<file path="src/rtl/ts_os_receiver.sv">
// Receive-side TS1/TS2 ordered-set parser for one 8b/10b lane.
// It validates 16-symbol sets, latches the training fields and counts consecutive identical sets.
module ts_os_receiver #(
    parameter int unsigned CONSEC_TARGET = 8,
    parameter int unsigned CNT_W         = 4
) (
    input  logic             clk_i,
    input  logic             rst_i,
    input  logic             sym_valid_i,
    input  logic [7:0]       sym_data_i,
    input  logic             sym_is_k_i,
    input  logic             sym_err_i,
    input  logic             clear_cnt_i,
    output logic             ts1_rcvd_o,
    output logic             ts2_rcvd_o,
    output logic [7:0]       link_num_o,
    output logic [7:0]       lane_num_o,
    output logic             link_pad_o,
    output logic             lane_pad_o,
    output logic [7:0]       n_fts_o,
    output logic [7:0]       rate_id_o,
    output logic [7:0]       train_ctrl_o,
    output logic [CNT_W-1:0] consec_cnt_o,
    output logic             consec_is_ts2_o,
    output logic             ts1_target_o,
    output logic             ts2_target_o
);

    localparam int unsigned SYM_W = 8;
    localparam int unsigned IDX_W = 4;
    localparam int unsigned KEY_W = 1 + 2 * (SYM_W + 1) + 3 * SYM_W;

    localparam logic [SYM_W-1:0] SYM_COM = 8'hBC;
    localparam logic [SYM_W-1:0] SYM_PAD = 8'hF7;
    localparam logic [SYM_W-1:0] SYM_TS1 = 8'h4A;
    localparam logic [SYM_W-1:0] SYM_TS2 = 8'h45;

    localparam logic [IDX_W-1:0] IDX_FIRST      = 4'd1;
    localparam logic [IDX_W-1:0] IDX_PAD_LAST   = 4'd2;
    localparam logic [IDX_W-1:0] IDX_FIELD_LAST = 4'd5;
    localparam logic [IDX_W-1:0] IDX_IDENT      = 4'd6;
    localparam logic [IDX_W-1:0] IDX_LAST       = 4'd15;

    localparam logic [CNT_W-1:0] CNT_MAX = '1;

    typedef enum logic [1:0] {
        ST_HUNT   = 2'd0,
        ST_FIELDS = 2'd1,
        ST_IDENT  = 2'd2
    } state_t;

    state_t             state_q, state_d;
    logic [IDX_W-1:0]   idx_q, idx_d;

    logic [SYM_W-1:0]   sh_link, sh_lane, sh_nfts, sh_rate, sh_ctrl, ident_q;
    logic               sh_link_pad, sh_lane_pad;
    logic               sh_ts2;
    logic [KEY_W-1:0]   sh_key;

    logic [KEY_W-1:0]   ref_key_q, ref_key_d;
    logic               ref_valid_q, ref_valid_d;
    logic [CNT_W-1:0]   cnt_d;
    logic               is_ts2_d;

    logic               is_com, sym_good, in_set, accept, malformed, complete, identical;

    assign sh_ts2 = (ident_q == SYM_TS2);
    assign sh_key = {sh_ts2, sh_link_pad, sh_link, sh_lane_pad, sh_lane, sh_nfts, sh_rate, sh_ctrl};

    // State register
    always_ff @(posedge clk_i) begin
        if (rst_i) begin
            state_q <= ST_HUNT;
            idx_q   <= '0;
        end else begin
            state_q <= state_d;
            idx_q   <= idx_d;
        end
    end

    // Next-state: a valid COM always (re)starts a set; any other bad symbol drops to HUNT
    always_comb begin
        state_d = state_q;
        idx_d   = idx_q;
        if (sym_valid_i) begin
            case (state_q)
                ST_HUNT: begin
                    if (is_com) begin
                        state_d = ST_FIELDS;
                        idx_d   = IDX_FIRST;
                    end
                end
                ST_FIELDS, ST_IDENT: begin
                    if (malformed) begin
                        state_d = is_com ? ST_FIELDS : ST_HUNT;
                        idx_d   = is_com ? IDX_FIRST : '0;
                    end else if (idx_q == IDX_FIELD_LAST) begin
                        state_d = ST_IDENT;
                        idx_d   = IDX_IDENT;
                    end else if (idx_q == IDX_LAST) begin
                        state_d = ST_HUNT;
                        idx_d   = '0;
                    end else begin
                        idx_d = IDX_W'(idx_q + 4'd1);
                    end
                end
                default: begin
                    state_d = ST_HUNT;
                    idx_d   = '0;
                end
            endcase
        end
    end

    // Symbol classification and consecutive-set bookkeeping
    always_comb begin
        is_com   = sym_is_k_i && (sym_data_i == SYM_COM) && !sym_err_i;
        sym_good = 1'b0;
        case (state_q)
            ST_FIELDS: begin
                if (idx_q <= IDX_PAD_LAST) sym_good = !sym_is_k_i || (sym_data_i == SYM_PAD);
                else                       sym_good = !sym_is_k_i;
            end
            ST_IDENT: begin
                if (idx_q == IDX_IDENT)
                    sym_good = !sym_is_k_i && ((sym_data_i == SYM_TS1) || (sym_data_i == SYM_TS2));
                else
                    sym_good = !sym_is_k_i && (sym_data_i == ident_q);
            end
            default: sym_good = 1'b0;
        endcase
        sym_good  = sym_good && !sym_err_i;
        in_set    = sym_valid_i && (state_q != ST_HUNT);
        accept    = in_set && sym_good;
        malformed = in_set && !sym_good;
        complete  = accept && (state_q == ST_IDENT) && (idx_q == IDX_LAST);
        identical = ref_valid_q && (ref_key_q == sh_key);

        cnt_d       = consec_cnt_o;
        ref_key_d   = ref_key_q;
        ref_valid_d = ref_valid_q;
        is_ts2_d    = consec_is_ts2_o;
        if (complete) begin
            if (identical) begin
                cnt_d = (consec_cnt_o == CNT_MAX) ? consec_cnt_o : CNT_W'(consec_cnt_o + 1'b1);
            end else begin
                cnt_d       = CNT_W'(1);
                ref_key_d   = sh_key;
                ref_valid_d = 1'b1;
                is_ts2_d    = sh_ts2;
            end
        end
        if (malformed) cnt_d = '0;
        // A state-entry clear overrides a coincident completion
        if (clear_cnt_i) begin
            cnt_d       = '0;
            ref_valid_d = 1'b0;
            is_ts2_d    = consec_is_ts2_o;
        end
    end

    // Shadow capture, output registers and reference
    always_ff @(posedge clk_i) begin
        if (rst_i) begin
            sh_link         <= '0;
            sh_lane         <= '0;
            sh_nfts         <= '0;
            sh_rate         <= '0;
            sh_ctrl         <= '0;
            sh_link_pad     <= 1'b0;
            sh_lane_pad     <= 1'b0;
            ident_q         <= '0;
            ts1_rcvd_o      <= 1'b0;
            ts2_rcvd_o      <= 1'b0;
            link_num_o      <= '0;
            lane_num_o      <= '0;
            link_pad_o      <= 1'b0;
            lane_pad_o      <= 1'b0;
            n_fts_o         <= '0;
            rate_id_o       <= '0;
            train_ctrl_o    <= '0;
            consec_cnt_o    <= '0;
            consec_is_ts2_o <= 1'b0;
            ref_key_q       <= '0;
            ref_valid_q     <= 1'b0;
        end else begin
            ts1_rcvd_o <= complete && !sh_ts2;
            ts2_rcvd_o <= complete && sh_ts2;
            if (accept && (state_q == ST_FIELDS)) begin
                case (idx_q)
                    4'd1: begin sh_link <= sym_data_i; sh_link_pad <= sym_is_k_i; end
                    4'd2: begin sh_lane <= sym_data_i; sh_lane_pad <= sym_is_k_i; end
                    4'd3: sh_nfts <= sym_data_i;
                    4'd4: sh_rate <= sym_data_i;
                    4'd5: sh_ctrl <= sym_data_i;
                    default: ;
                endcase
            end
            if (accept && (state_q == ST_IDENT) && (idx_q == IDX_IDENT)) ident_q <= sym_data_i;
            if (complete) begin
                link_num_o   <= sh_link;
                lane_num_o   <= sh_lane;
                link_pad_o   <= sh_link_pad;
                lane_pad_o   <= sh_lane_pad;
                n_fts_o      <= sh_nfts;
                rate_id_o    <= sh_rate;
                train_ctrl_o <= sh_ctrl;
            end
            consec_cnt_o    <= cnt_d;
            consec_is_ts2_o <= is_ts2_d;
            ref_key_q       <= ref_key_d;
            ref_valid_q     <= ref_valid_d;
        end
    end

    assign ts1_target_o = !consec_is_ts2_o && (32'(consec_cnt_o) >= CONSEC_TARGET);
    assign ts2_target_o =  consec_is_ts2_o && (32'(consec_cnt_o) >= CONSEC_TARGET);

endmodule

</file>
<file path="config.mk">
export PLATFORM = sky130hd
export DESIGN_NAME = ts_os_receiver
export DESIGN_NICKNAME = d
export VERILOG_FILES = /design/src/rtl/ts_os_receiver.sv
export SDC_FILE = /design/constraint.sdc
export NUM_CORES = 1
export LEC_CHECK = 0
export ABC_AREA = 0
export BUFFER_PORTS_ARGS = -buffer_cell sky130_fd_sc_hd__buf_2
export CORE_MARGIN = 2
export CORE_UTILIZATION = 59
export DETAILED_ROUTE_END_ITERATION = 12
export PLACE_DENSITY = 0.91
export SLEW_MARGIN = 15
export SYNTH_ARGS = -nofsm -noshare
export SYNTH_HDL_FRONTEND = slang
export SYNTH_SLANG_ARGS = --single-unit
export TNS_END_PERCENT = 1
</file>
<file path="constraint.sdc">
create_clock -name clk_i -period 2.6 [get_ports clk_i]
set_input_delay 0.13 -clock clk_i [delete_from_list [all_inputs] [get_ports clk_i]]
set_output_delay 0.13 -clock clk_i [all_outputs]
set_load 0.01 [all_outputs]
</file>
### After elaboration in Yosys (flattened, before gate mapping)

Cells that the tools add are included.

| storage, ports and cells | value |
|---|---|
| output and inout port bits | 51 |
| register bits | 149 |
| latch bits | 0 |
| logic and storage cells | 105 |
| memory bits (read-only) | 0 |
| bits in writable memories | 0 |
| memories kept | 0 |
| input bits | 14 |

| cells by class | value |
|---|---|
| equal/unequal tests | 20 |
| divide/modulo/power cells | 0 |
| add/sub/neg operators | 2 |
| $mul | 0 |
| bitwise logic cells | 2 |
| shift operators | 0 |
| magnitude comparators | 2 |
| muxes and demuxes | 17 |
| reduce and logical (&&, ||, !) cells | 39 |

Operator list:

| operator | count |
|---|---|
| == test 43 bit | 1 |
| == test 8 x 7 -> 1 bit (second input constant) | 3 |
| 2-to-1 mux 4 bit | 6 |
| logical AND 1 bit | 17 |
| == test 8 bit (second input constant) | 2 |
| AND reduction 2 bit | 8 |
| == test 4 x 3 -> 1 bit (second input constant) | 3 |
| adder 4 x 1 -> 4 bit (second input constant) | 2 |
| == test 4 x 2 -> 1 bit (second input constant) | 2 |
| == test 4 bit (second input constant) | 2 |
| == test 8 bit | 1 |
| 2-to-1 mux 2 bit | 4 |
| one-hot mux 4 bit (2 select lines) | 1 |
| AND reduction 3 bit | 2 |
| logical NOT 1 bit | 5 |
| == test 4 x 1 -> 1 bit (second input constant) | 1 |
| >= comparator 4 bit (second input constant) | 1 |
| <= comparator 4 x 2 -> 1 bit (second input constant) | 1 |
| 2-to-1 mux 1 bit | 4 |
| inequality test 2 bit (second input constant) | 2 |
| inequality test 4 bit (second input constant) | 1 |
| one-hot mux 2 bit (2 select lines) | 1 |
| OR reduction 2 bit | 2 |
| OR reduction 3 bit | 1 |
| 7 further kinds | 9 |

### Depth between registers and ports, before layout

| logic depth | value |
|---|---|
| word-level depth | 10 |
| depth in mapped cells | 11 |
| depth with buffers taken out | 9 |

### Worst setup path after synthesis

OpenSTA, ideal clock, no wires.

| timing path | value |
|---|---|
| path type | register to register |
| start | register idx_q[0] |
| end | register sh_nfts[0] |
| setup slack | 316 ps |
| setup time | 128 ps |
| data required time | 2472 ps |
| clock period less this slack | 2284 ps |
| cell stages (with the launch flop) | 12 |
| path buffers | 2 |
| data arrival time | 2156 ps |
| path through | dfxtp_1 > inv_1 > ha_1 > nand3b_1 > nand4_1 > o31ai_2 > o21ai_2 > buf_6 > or4_1 > buf_2 > mux2i_1 > nor2_1 |

| on the way | value |
|---|---|
| longest elaborated chain between the ends | 7 |
| elaborated cells between the ends (all ways) | 10 |
| those cells by class | order compare: 1; eq/ne: 2; mux: 3; reduce/logical: 4 |

RTL lines:

| item | line | source |
|---|---|---|
| start, declared | 53 | `logic [IDX_W-1:0] idx_q, idx_d;` |
| start signal, assigned | 77 | `idx_q <= idx_d;` |
| <= comparator 4 x 2 -> 1 bit or == test 4 x 3 -> 1 bit (tied branches) | 121, 125 |  |
| 2-to-1 mux 1 bit, on equally long branches | 121, 125 |  |
| one-hot mux 1 bit (2 select lines) | 119 | `case (state_q)` |
| logical AND 1 bit | 132 | `sym_good = sym_good && !sym_err_i;` |
| logical AND 1 bit | 134 | `accept = in_set && sym_good;` |
| logical AND 1 bit | 189 | `if (accept && (state_q == ST_FIELDS)) begin` |
| AND reduction 2 bit (no source line) (*) | -- |  |
| end signal, assigned | 193 | `4'd3: sh_nfts <= sym_data_i;` |
| end, declared | 55 | `logic [SYM_W-1:0] sh_link, sh_lane, sh_nfts, sh_rate, sh_ctrl, ident_q;` |

Every way passes the cells marked *; elsewhere a longest branch is shown, timed or not.
A chain may end at the register's enable or synchronous reset.

### Worst setup path after layout

| timing path | value |
|---|---|
| start | register sh_rate[1] |
| end | register consec_cnt_o[1] |

| on the way | value |
|---|---|
| longest elaborated chain between the ends | 4 |
| elaborated cells between the ends (all ways) | 5 |
| those cells by class | eq/ne: 2; mux: 1; reduce/logical: 2 |

RTL lines:

| item | line | source |
|---|---|---|
| start, declared | 55 |  |
| start signal, assigned | 194 | `4'd4: sh_rate <= sym_data_i;` |
| == test 43 bit (*) | 137 | `identical = ref_valid_q && (ref_key_q == sh_key);` |
| logical AND 1 bit (*) | 137 |  |
| inequality test 2 bit (no source line) | -- |  |
| AND reduction 2 bit (no source line) | -- |  |
| end signal, assigned | 209 | `consec_cnt_o <= cnt_d;` |
| end, declared | 23 | `output logic [CNT_W-1:0] consec_cnt_o,` |

Marked as above.

==> out/qor.csv <==
metric,value,unit
status,"complete, but fails checks",
failed_checks,setup timing,
syn2layout_area_growth,17.84,%
die_y,111.3,µm
drt_iter0_markers,523,
nets,849,
synth_top_cells_by_area,"dfxtp_1, mux2i_1, nor2_1",
final_cells,981,
finalInstanceArea,8010,µm²
synth_area_per_cell,8.944,µm²
reg2reg_slack,-0.04,ns
number_of_global_route_vias_before_repair,5559,
totalWireLength,17890,µm
synth_top_area_frac,0.4388,
synth.yosys.warnings,0,
vias_per_cell,5.831,
ant_nets,0,
grt_first_pass_wirelength,28260,µm
initial_antenna_violation_count,0,
ir_worst_vdd,0.5008,mV
final_critical_path_setup_slack,-0.04342,ns
cts-root-buf,clkbuf_16,
cts_buffers,17,
worstSetupEndpointType,flop,
placedInstanceArea,7288,µm²
nets_in_the_synthesized_netlist,784,
final.period_utilization,1.017,
dp_hpwl,11520,µm
core.rowCount,39,
period_minus_slack,2.643,ns
layout-drive-gt1-share,0.1742,
synth.largest_area_cell,dfxtp_1,
drc,0,
buffer_levels_on_the_longest_clock_path,2,
most-common-layout-cells,"dfxtp_1, nor2_1, nand2_1",
hold_class,input port to flop,
die-area,12400,µm²
worstSkewPairLatency,0.42,ns
first_pass_iters,5,
detail_route.wl_per_cell,18.24,µm
layout_commonest_cell,dfxtp_1,
clk_transition_reported_paths,0.07,ns
all_layer_global_routing_usage,0.2850,
insertedDiodeCount,0,
worst_pin_slew,0.7887,ns
max_freq,378.3,MHz
worstPathRequired,2.95,ns
top_level_ports,65,
cts_htree_levels,4,
number_of_enable_flip_flop_cells_after_synthesis,0,
timing.critical_path.fanout_max,4,
synth-async-reset-ratio,0,
cp-start-kind,flop,
timing.final.setup_violations,2,
final_cell_utilization_of_the_core,0.7076,
globalplace.congestion,1.015,
netlist_area,6798,µm²
grt_start_max_net_pins,77,
fin_worst_skew,0.007758,ns
totalNegativeSetupSlack,-0.04714,ns
leakage_dissipation,3.680,nW
cts_tree,built,
via_count,5720,
initial_utilization,0.6005,
final_hold_vio_count,0,
place_inst,945,
place.port_buffers,64,
cellPowerDensity,599.9,nW/µm²
synth-seq-area-share,0.4388,
floorplan.die.width,111.3,µm
syn-instance-count,760,
grt.overflow.total,0,
cts.sink_count,149,
critPathArrivalTime,2.99,ns
path_class,flop to flop,
design_power_total,4.806,mW
cap_violations,0,
placeable_core_region,11320,µm²
synth_cell_types,53,
ys_ff_latch,149,
rsz0062_at_grt,yes,
final_max_slew_viol_count,0,
worst_slew_margin_rel,0.4670,
postSynth.topFlopCell,dfxtp_1,
[metal layers]
metal	share of wire	vias up	wire length, µm	track usage
met2	0.49	204	8792	0.4821
met1	0.43	2760	7631	0.3578
li1	-	2719	-	-
met3	0.058	37	1037	0.05934
met5	0	-	0	0
met4	0.024	0	433	0.1136
[flip-flops by register name, indices dropped and copies added (netlist names), 2 cells and up]
signal and count:
ref_key_q 43, ident_q 8, lane_num_o 8, link_num_o 8, n_fts_o 8, rate_id_o 8, sh_ctrl 8, sh_lane 8
sh_link 8, sh_nfts 8, sh_rate 8, train_ctrl_o 8, consec_cnt_o 4, idx_q 4, state_q 2
[final cells by class]
| class | count | area, µm² |
|---|---|---|
| clock inverters | 13 | 140.1 |
| inverters | 15 | 56.30 |
| well taps | 143 | 178.9 |
| repair buffers | 93 | 601.8 |
| fillers | 828 | 3311 |
| multi-input cells | 549 | 3607 |
| clock buffers | 19 | 442.9 |
| flip-flops and latches | 149 | 2983 |
[cell families (layout without fill, tap and decap cells)]
group           count (synthesis)  after routing  share of synthesized area
fa+ha+maj                      10             10                    0.01841
flops                         149            149                     0.4388
simple gates                  329            329                     0.2411
compound gates                 82             82                    0.07234
xor+xnor                       36             36                    0.04638
mux                            92             92                     0.1357
buf+inv                        62            140                    0.04730
[stage by stage]
stage	hold slack (ns)	setup WS [ns]
3_5_place_dp	0.3576	0.03764
4_1_cts	0.07579	0.04529
5_1_grt	0.1270	-0.05340
3_3_place_gp	0.3597	0.1083
2_1_floorplan	0.2093	0.3160
6_report	0.1102	-0.04342
[worst max-delay path: stages (launching register included)]
cell      delay [ns]
dfxtp_1         0.35
xnor2_1         0.35
nand4_1         0.17
or4_1           0.46
nor4bb_1        0.72
nand3_1         0.19
a21o_1          0.22
a21oi_1         0.12
[power by group]
part / leakage (nW) / switching (mW) / internal, mW
sequential: 1.20 / 0.0000157 / 2.28
combinational: 2.19 / 0.0782 / 0.0250
clock: 0.286 / 1.04 / 1.38
[synth_stat cells (2+ instances only)]
| cell type | number |
|---|---|
| nand4b_1 | 4 |
| nand2_1 | 102 |
| xor2_1 | 6 |
| inv_1 | 15 |
| buf_4 | 9 |
| nor4_1 | 6 |
| a31oi_1 | 3 |
| nand2b_1 | 24 |
| nor2b_1 | 16 |
| nand3_1 | 11 |
| o21ai_0 | 3 |
| o211ai_1 | 2 |
| mux2i_1 | 91 |
| o21ai_1 | 2 |
| xnor2_1 | 30 |
| nor4_4 | 2 |
| or4_1 | 7 |
| dfxtp_1 | 149 |
| buf_6 | 6 |
| o2111ai_1 | 5 |
| and4_1 | 3 |
| a21oi_2 | 2 |
| nor2_1 | 104 |
| nor3_1 | 8 |
| a211o_1 | 2 |
| nor4bb_1 | 6 |
| clkbuf_1 | 24 |
| ha_1 | 10 |
| and2_1 | 3 |
| or2_2 | 2 |
| nor4b_1 | 4 |
| nand4_1 | 11 |
| or4b_1 | 3 |
| buf_2 | 8 |
| a21oi_1 | 53 |
| and3_1 | 5 |
| nand3b_1 | 3 |
[timing repair]
| action | CTS | global route |
|---|---|---|
| endpoints found under the hold margin | 2 | 0 |
| resized for setup | 2 | 15 |
| setup buffers | 1 | 2 |
| gates cloned | 0 | 0 |
| pin swaps | 1 | 3 |
| endpoints found under the setup margin | 35 | 98 |
| hold buffers | 1 | 0 |
[final timing paths]
check / cells past startpoint / endpoint / startpoint
hold reg to reg: 2 / link_num_o[0]$_SDFFE_PP0P_ / link_num_o[0]$_SDFFE_PP0P_
setup reg to reg: 7 / consec_cnt_o[1]$_SDFFE_PP0P_ / sh_rate[1]$_SDFFE_PP0P_
hold / removal: 3 / sh_lane_pad$_SDFFE_PP0P_ / sym_is_k_i
setup / recovery: 7 / consec_cnt_o[1]$_SDFFE_PP0P_ / sh_rate[1]$_SDFFE_PP0P_
Power figures use the tool's default switching activity.
